===== src/rtl/i281_mc_pkg.sv =====
// rtl/i281_mc_pkg.sv - i281 multicycle opcodes and per-opcode step counts
package i281_mc_pkg;

  localparam logic [3:0] OP_INPUT  = 4'h1;
  localparam logic [3:0] OP_LOAD   = 4'h8;
  localparam logic [3:0] OP_LOADF  = 4'h9;
  localparam logic [3:0] OP_STORE  = 4'hA;
  localparam logic [3:0] OP_STOREF = 4'hB;

  localparam int MAX_STEPS = 4;
  localparam int CNT_W     = 4;

  // INPUT needs a second step that parks until the device has data.
  function automatic logic [CNT_W-1:0] mc_cycles(input logic [3:0] op);
    case (op)
      OP_LOAD, OP_LOADF, OP_STORE, OP_STOREF: mc_cycles = 4'd2;
      OP_INPUT:                               mc_cycles = 4'd2;
      default:                                mc_cycles = 4'd1;
    endcase
  endfunction

endpackage


===== src/rtl/mc_step_counter.sv =====
// rtl/mc_step_counter.sv - per-instruction step register with clear/advance/hold
module mc_step_counter #(
  parameter int STEP_W = 3
) (
  input  logic              clk,
  input  logic              reset,
  input  logic              clr,
  input  logic              adv,
  output logic [STEP_W-1:0] step
);

  // clr wins over adv so a finished instruction always restarts at step 0.
  always_ff @(posedge clk or posedge reset) begin
    if (reset)
      step <= '0;
    else if (clr)
      step <= '0;
    else if (adv)
      step <= step + 1'b1;
  end

endmodule


===== src/rtl/multicycle_sequencer.sv =====
// rtl/multicycle_sequencer.sv - sequences IR through execution steps, drives IR/PC loads
module multicycle_sequencer #(
  parameter int STEP_W    = 3,
  parameter int MAX_STEPS = 4,
  parameter int RETIRE_W  = 16
) (
  input  logic                clk,
  input  logic                reset,
  input  logic                run_en,
  input  logic [3:0]          opcode,
  input  logic                input_valid,
  output logic                input_req,
  output logic                multicycle_flag,
  output logic                opcode_next_instruction_trigger,
  output logic [STEP_W-1:0]   step,
  output logic                ir_load,
  output logic                pc_load,
  output logic [RETIRE_W-1:0] retired
);
  import i281_mc_pkg::*;

  logic [CNT_W-1:0] raw_total;
  logic [STEP_W:0]  total;
  logic [STEP_W:0]  last_idx;
  logic [STEP_W:0]  step_ext;
  logic             is_input;
  logic             at_last;
  logic             can_adv;
  logic             last;

  always_comb begin
    raw_total = mc_cycles(opcode);
    if (int'(raw_total) > MAX_STEPS)
      total = (STEP_W+1)'(MAX_STEPS);
    else
      total = (STEP_W+1)'(raw_total);
  end

  assign last_idx = total - 1'b1;
  assign step_ext = {1'b0, step};
  assign is_input = (opcode == OP_INPUT);
  // >= rather than == lets an out-of-range step fall back to 0 on the next load.
  assign at_last  = (step_ext >= last_idx);
  assign can_adv  = (step_ext < last_idx);
  assign last     = at_last && (!is_input || input_valid);

  mc_step_counter #(.STEP_W(STEP_W)) u_step (
    .clk   (clk),
    .reset (reset),
    .clr   (run_en & last),
    .adv   (run_en & can_adv),
    .step  (step)
  );

  // Decoded outputs are forced low while reset is held.
  assign multicycle_flag                 = !reset && (total > 1);
  assign opcode_next_instruction_trigger = !reset && run_en && (total > 1) && last;
  assign ir_load                         = !reset && run_en && last;
  assign pc_load                         = !reset && run_en;
  assign input_req                       = !reset && run_en && is_input && (step == STEP_W'(1));

  always_ff @(posedge clk or posedge reset) begin
    if (reset)
      retired <= '0;
    else if (ir_load)
      retired <= retired + 1'b1;
  end

endmodule


===== config.mk =====
export PLATFORM = sky130hd
export DESIGN_NAME = multicycle_sequencer
export DESIGN_NICKNAME = d
export VERILOG_FILES = /design/src/rtl/i281_mc_pkg.sv /design/src/rtl/mc_step_counter.sv /design/src/rtl/multicycle_sequencer.sv
export SDC_FILE = /design/constraint.sdc
export NUM_CORES = 1
export LEC_CHECK = 0
export BUFFER_PORTS_ARGS = -buffer_cell sky130_fd_sc_hd__buf_4
export CAP_MARGIN = 40
export CORE_UTILIZATION = 49
export DETAILED_ROUTE_END_ITERATION = 6
export PLACE_DENSITY_LB_ADDON = 0.25
export SETUP_SLACK_MARGIN = 0.05
export SYNTH_ARGS = -nofsm -noshare
export SYNTH_HDL_FRONTEND = slang
export SYNTH_SLANG_ARGS = --single-unit

===== constraint.sdc =====
create_clock -name clk -period 2.7 [get_ports clk]
set_input_delay 0 -clock clk [delete_from_list [all_inputs] [get_ports clk]]
set_output_delay 0 -clock clk [all_outputs]
set_load 0.1 [all_outputs]

Yosys cells after proc, flatten, opt, wreduce, memory -nomap -nowiden
Cells that the tools add are included.

storage, ports and cells
  output and inout bits = 24
  bits of input ports = 8
  word-level logic and storage cells = 34
  bits in registers = 19

operators by class
  bitwise logic cells = 2
  reductions and logical operators = 13
  multiplexer cells = 4
  order comparisons = 4
  $add $sub $neg = 3
  equal/unequal tests = 6

operator list
  cell                                                number
  adder 16 x 1 -> 16 bit, second input constant       1
  == test 4 bit, second input constant                4
  logical AND 1 bit                                   8
  2-to-1 mux 3 bit                                    2
  OR reduction 5 bit                                  1
  == test 4 x 1 -> 1 bit, second input constant       1
  >= comparator 3 x 4 -> 1 bit                        1
  > comparator 4 x 1 -> 1 bit, second input constant  1
  > comparator 4 x 3 -> 1 bit, second input constant  1
  < comparator 3 x 4 -> 1 bit                         1
  2-to-1 mux 4 bit                                    1
  subtractor 4 x 1 -> 4 bit, second input constant    1
  adder 3 x 1 -> 3 bit, second input constant         1
  == test 3 x 1 -> 1 bit, second input constant       1
  bitwise AND 1 bit                                   2
  logical NOT 1 bit                                   2
  2-to-1 mux 2 bit                                    1
  nonzero test 2 bit                                  1
  logical OR 1 bit                                    1

Depth between registers and ports, before layout
  depth in word-level cells = 10
  gate-level depth with buffers = 8
  depth with buffers taken out = 8

Cells and area by module
Synthesis repeated with hierarchy kept, for this count alone.

unflattened totals
  cell total of the unflattened synthesis = 93
  area total of the unflattened synthesis = 989.7 sq um

by module, submodules not included
  module                cells each  seq. area each (sq um)  times used  area an instance (sq um)
  multicycle_sequencer  81          400.4                   1           849.6
  mc_step_counter       12          75.1                    1           140.1

Worst setup path before layout
No wires, ideal clock.

  path type = reg-to-output
  from = reg u_step.step[0]
  to = out input_req
  path slack = -1465 ps
  cell stages (with the launch flop) = 3
  path buffers = 0
  data arrival time = 4165 ps
  required time = 2700 ps
  cells stage by stage = dfrtp_1 > ha_1 > nor4bb_1

on the way
  longest elaborated chain between the ends = 2

ends and longest elaborated chain
  what                    RTL line                    RTL
  from (decl)             mc_step_counter.sv:9        output logic [STEP_W-1:0] step
  from (signal assigned)  mc_step_counter.sv:19       step <= step + 1'b1;
  == test 3 x 1 -> 1 bit  multicycle_sequencer.sv:60  assign input_req = !reset && run_en && is_input && (step == STEP_W'(1));
  logical AND 1 bit       multicycle_sequencer.sv:60
  to (decl)               multicycle_sequencer.sv:12  output logic input_req,

No other way between the ends.

Worst setup path after layout
  from = reg u_step.step[0]
  to = out ir_load

on the way
  longest elaborated chain between the ends = 3

ends and longest elaborated chain
  what                          RTL line                    RTL
  >= comparator 3 x 4 -> 1 bit  multicycle_sequencer.sv:43  assign at_last = (step_ext >= last_idx);
  logical AND 1 bit             multicycle_sequencer.sv:45  assign last = at_last && (!is_input || input_valid);
  logical AND 1 bit             multicycle_sequencer.sv:58  assign ir_load = !reset && run_en && last;
  to (decl)                     multicycle_sequencer.sv:16  output logic ir_load,

No other way between the ends.

==> results by group <==
Power and ir drop
  • Leakage power: 0.000692 uW
  • Peak supply drop: roughly 0.86 mV
  • Power Density: roughly 850 nW/um^2

Finish
  • Commonest non-fill, non-tap cells in the layout: 31 x buf_4, 19 x dfrtp_1, 13 x xor2_1
  • N_diodes: 0
  • Fillers: 151
  • Layout cells sized above 1: between 30 and 40%
  • Synthesis-to-layout area growth: 30.6%
  • Most common cell after layout, fill and taps aside: buf_4
  • Final nets: ~150

Status
  • Status: completed

Critical path
  • Worst r2r src: u_step.step[0]
  • Worst R2R Path Depth: 5
  • Worst Path Arrival: 2270 ps
  • Worst r2r dst: retired[1]
  • Required time of the critical path: about 2700 ps
  • Reg-to-reg slack, setup: roughly 610 ps
  • CP max FO: 10
  • Startpoint class of the critical path: register
  • Most used cell, CP: inv_1
  • CP Cell Sequence: inv_1, ha_1, or4b_1, o211ai_4, inv_1, buf_4
  • Critical path class: register to output port
  • CP max stage cell: or4b_1
  • CP endpoint kind: output port
  • Max stage delay on crit path: roughly 600 ps

Synthesis
  • Post-Syn Nets: ~110
  • Syn Area/Cell: about 11 sq um
  • Count of different cell masters after synthesis: 30
  • Sequential share of the synthesized area: a little under half
  • Top-area cell type share of the netlist area: 45.9%
  • Mapped Cells: 97
  • Synth Register Bits: 19
  • Yosys warns: 0
  • Synth top area cells: dfrtp_1 46%, xor2_1 11%, ha_1 4.8%
  • Post-synth top area cell: dfrtp_1
  • Mapped Area: 1040 sq um

Global route
  • Met2 usage: 28.9%
  • GRT overflow: 0
  • Tot GR Track Use: 20.3%
  • GRT Max-Usage Layer: met2
  • Antenna violations before repair: 0
  • Vias in the first global route: 736
  • Met1 GRT Util: between 20 and 30%
  • Largest net degree at the start of global routing: 20
  • Met3 Use GR: 6.79%
  • First-pass GRT wire length: roughly 3200 um

Hold path
  • Hold WC Path Type: input port to register
  • Hold path depth: 3
  • Hold Crit Start: run_en
  • Worst Hold Path EP: u_step.step[1]

STA
  • Hold Slack: 18.0 ps
  • Final period util: 84.0%
  • Final hold vios: 0
  • Fmax achieved: ~440 MHz
  • Fin crit period: between 2000 and 2500 ps
  • RSZ-0062 raised after global routing: false
  • Rel. slew slack: between 50% and 60%
  • Setup Skew: around 4.6 ps
  • Tightest Pin Transition: around 700 ps
  • Setup TNS: 0 ps
  • Final setup viols: 0
  • Final Max Slew Viols: 0

Drt
  • Via count: between 800 and 900
  • WL final: ~2100 um
  • # DRC: 0
  • First-pass DRT Iterations: 4
  • Post-route ant nets: 0
  • Via-to-Cell Ratio: ~5.3
  • DRT iter0 DRCs: 11
  • Drt wl/cell: between 10 and 15 um

Run
  • Max-cap violations: 0

Floorplanning
  • Placement row count: 16
  • Die area: 2300 sq um
  • Core Footprint: between 1500 and 2000 sq um
  • Initial core utilization: between 50 and 60%
  • Die width: roughly 48 um
  • Die height: between 40 and 50 um
  • IO Pins: 32

CTS
  • Root buffer selected by CTS: clkbuf_4
  • H-Tree Depth: 1
  • Postcts setup bufs: 0
  • Resize count post-CTS: 0
  • Clk pin slew, worst setup/hold paths: roughly 110 ps
  • TritonCTS clock tree: yes
  • Clk sink count: 19
  • Clock Latency Late Sink: 300 ps
  • Inserted Clock Buffers: 3
  • CTS Hold Buffers Added: 1
  • Worst-case clock buffer depth: 2

Placed design
  • GPL Wtd Cong: ~0.80
  • IO buf count: 31
  • Dpl hpwl: 1530 um
==> per-stage QoR <==
step                      total power [uW]  instances  instance area [sq um]  setup slack, ps  util (%)
after floorplan                        874         97                   1050             96.4         -
after global placement                1000        154                   1320              652      66.4
after detailed placement              1010        154                   1320              597      66.4
after CTS                             1150        159                   1350              425      68.2
after global routing                  1190        159                   1350              328      68.2
final                                 1140        159                   1350              431      68.2
==> synth_stat cells <==
master	n
nor2b_1	2
nor3_1	3
nor2_1	6
o211ai_4	1
o21bai_1	2
or4b_1	3
o21ai_0	2
inv_1	6
nor4_1	4
xor2_1	13
nor4bb_1	1
nor2_2	1
and2b_2	1
nor3b_1	1
nand3_1	7
nand4_4	1
o31ai_1	1
ha_1	4
and3_1	1
mux2_2	1
buf_2	1
dfrtp_1	19
nand2_1	6
xnor2_1	2
a31oi_1	1
nor4b_1	1
and4_1	2
mux2_4	1
or2_2	1
a21oi_1	2
==> per-layer routing <==
layer	share of wire, %	vias to the layer above	wire [um]
li1	-	418	-
met1	47	400	967
met2	48	22	983
met3	4.0	2	83
met4	1.1	0	22
met5	0	-	0
==> worst max-delay path, delay by kind of cell, from the launching register on <==
kind                       cells  cell delay, ps
AOI/OAI and AO/OA              1             220
and+or+nand+nor                1             600
buffers and inverters          3             390
DFF                            1             460
adders and majority gates      1             310
==> where the power goes <==
group          switching [uW]  internal (uW)  leakage [uW]
Sequential               67.1            332      0.000252
Combinational             467            134      0.000422
Clock                    88.5           55.2     0.0000177
==> state kept, by name, summed over array words and instances (netlist names) <==
register	count
u_step.step	3
retired	16
==> kinds of logic (layout without fill, tap and decap cells) <==
family | after synthesis | in the layout | share of synthesized area (%)
and+or+nand+nor | 41 | 41 | 24.6
DFF | 19 | 19 | 45.9
xor gates and xnor gates | 15 | 15 | 12.7
AOI/OAI and AO/OA | 9 | 9 | 6.76
buffers and inverters | 7 | 42 | 2.66
adders and majority gates | 4 | 4 | 4.83
muxes | 2 | 2 | 2.54
==> worst max-delay path by stage <==
stage / from / endpoint / slack [ps] / cells after the start
2_1_floorplan: u_step.step[0] / ir_load / 100 / 5
3_3_place_gp: opcode[0] / retired[1] / 650 / 8
3_5_place_dp: opcode[0] / retired[1] / 600 / 8
4_1_cts: u_step.step[0] / ir_load / 430 / 6
5_1_grt: u_step.step[0] / ir_load / 330 / 6
6_report: u_step.step[0] / ir_load / 430 / 6
==> final cells by class <==
| type | instances | area [sq um] | area share [%] |
|---|---|---|---|
| Multi-Input combinational cell | 71 | 551 | 40.7 |
| Sequential cell | 19 | 475 | 35.2 |
| Timing Repair Buffer | 32 | 243 | 17.9 |
| Tap cell | 27 | 33.8 | 2.50 |
| Clock buffer | 3 | 22.5 | 1.67 |
| Inverter | 6 | 22.5 | 1.67 |
| Clock inverter | 1 | 5.00 | 0.370 |
Power figures use the tool's default switching activity.
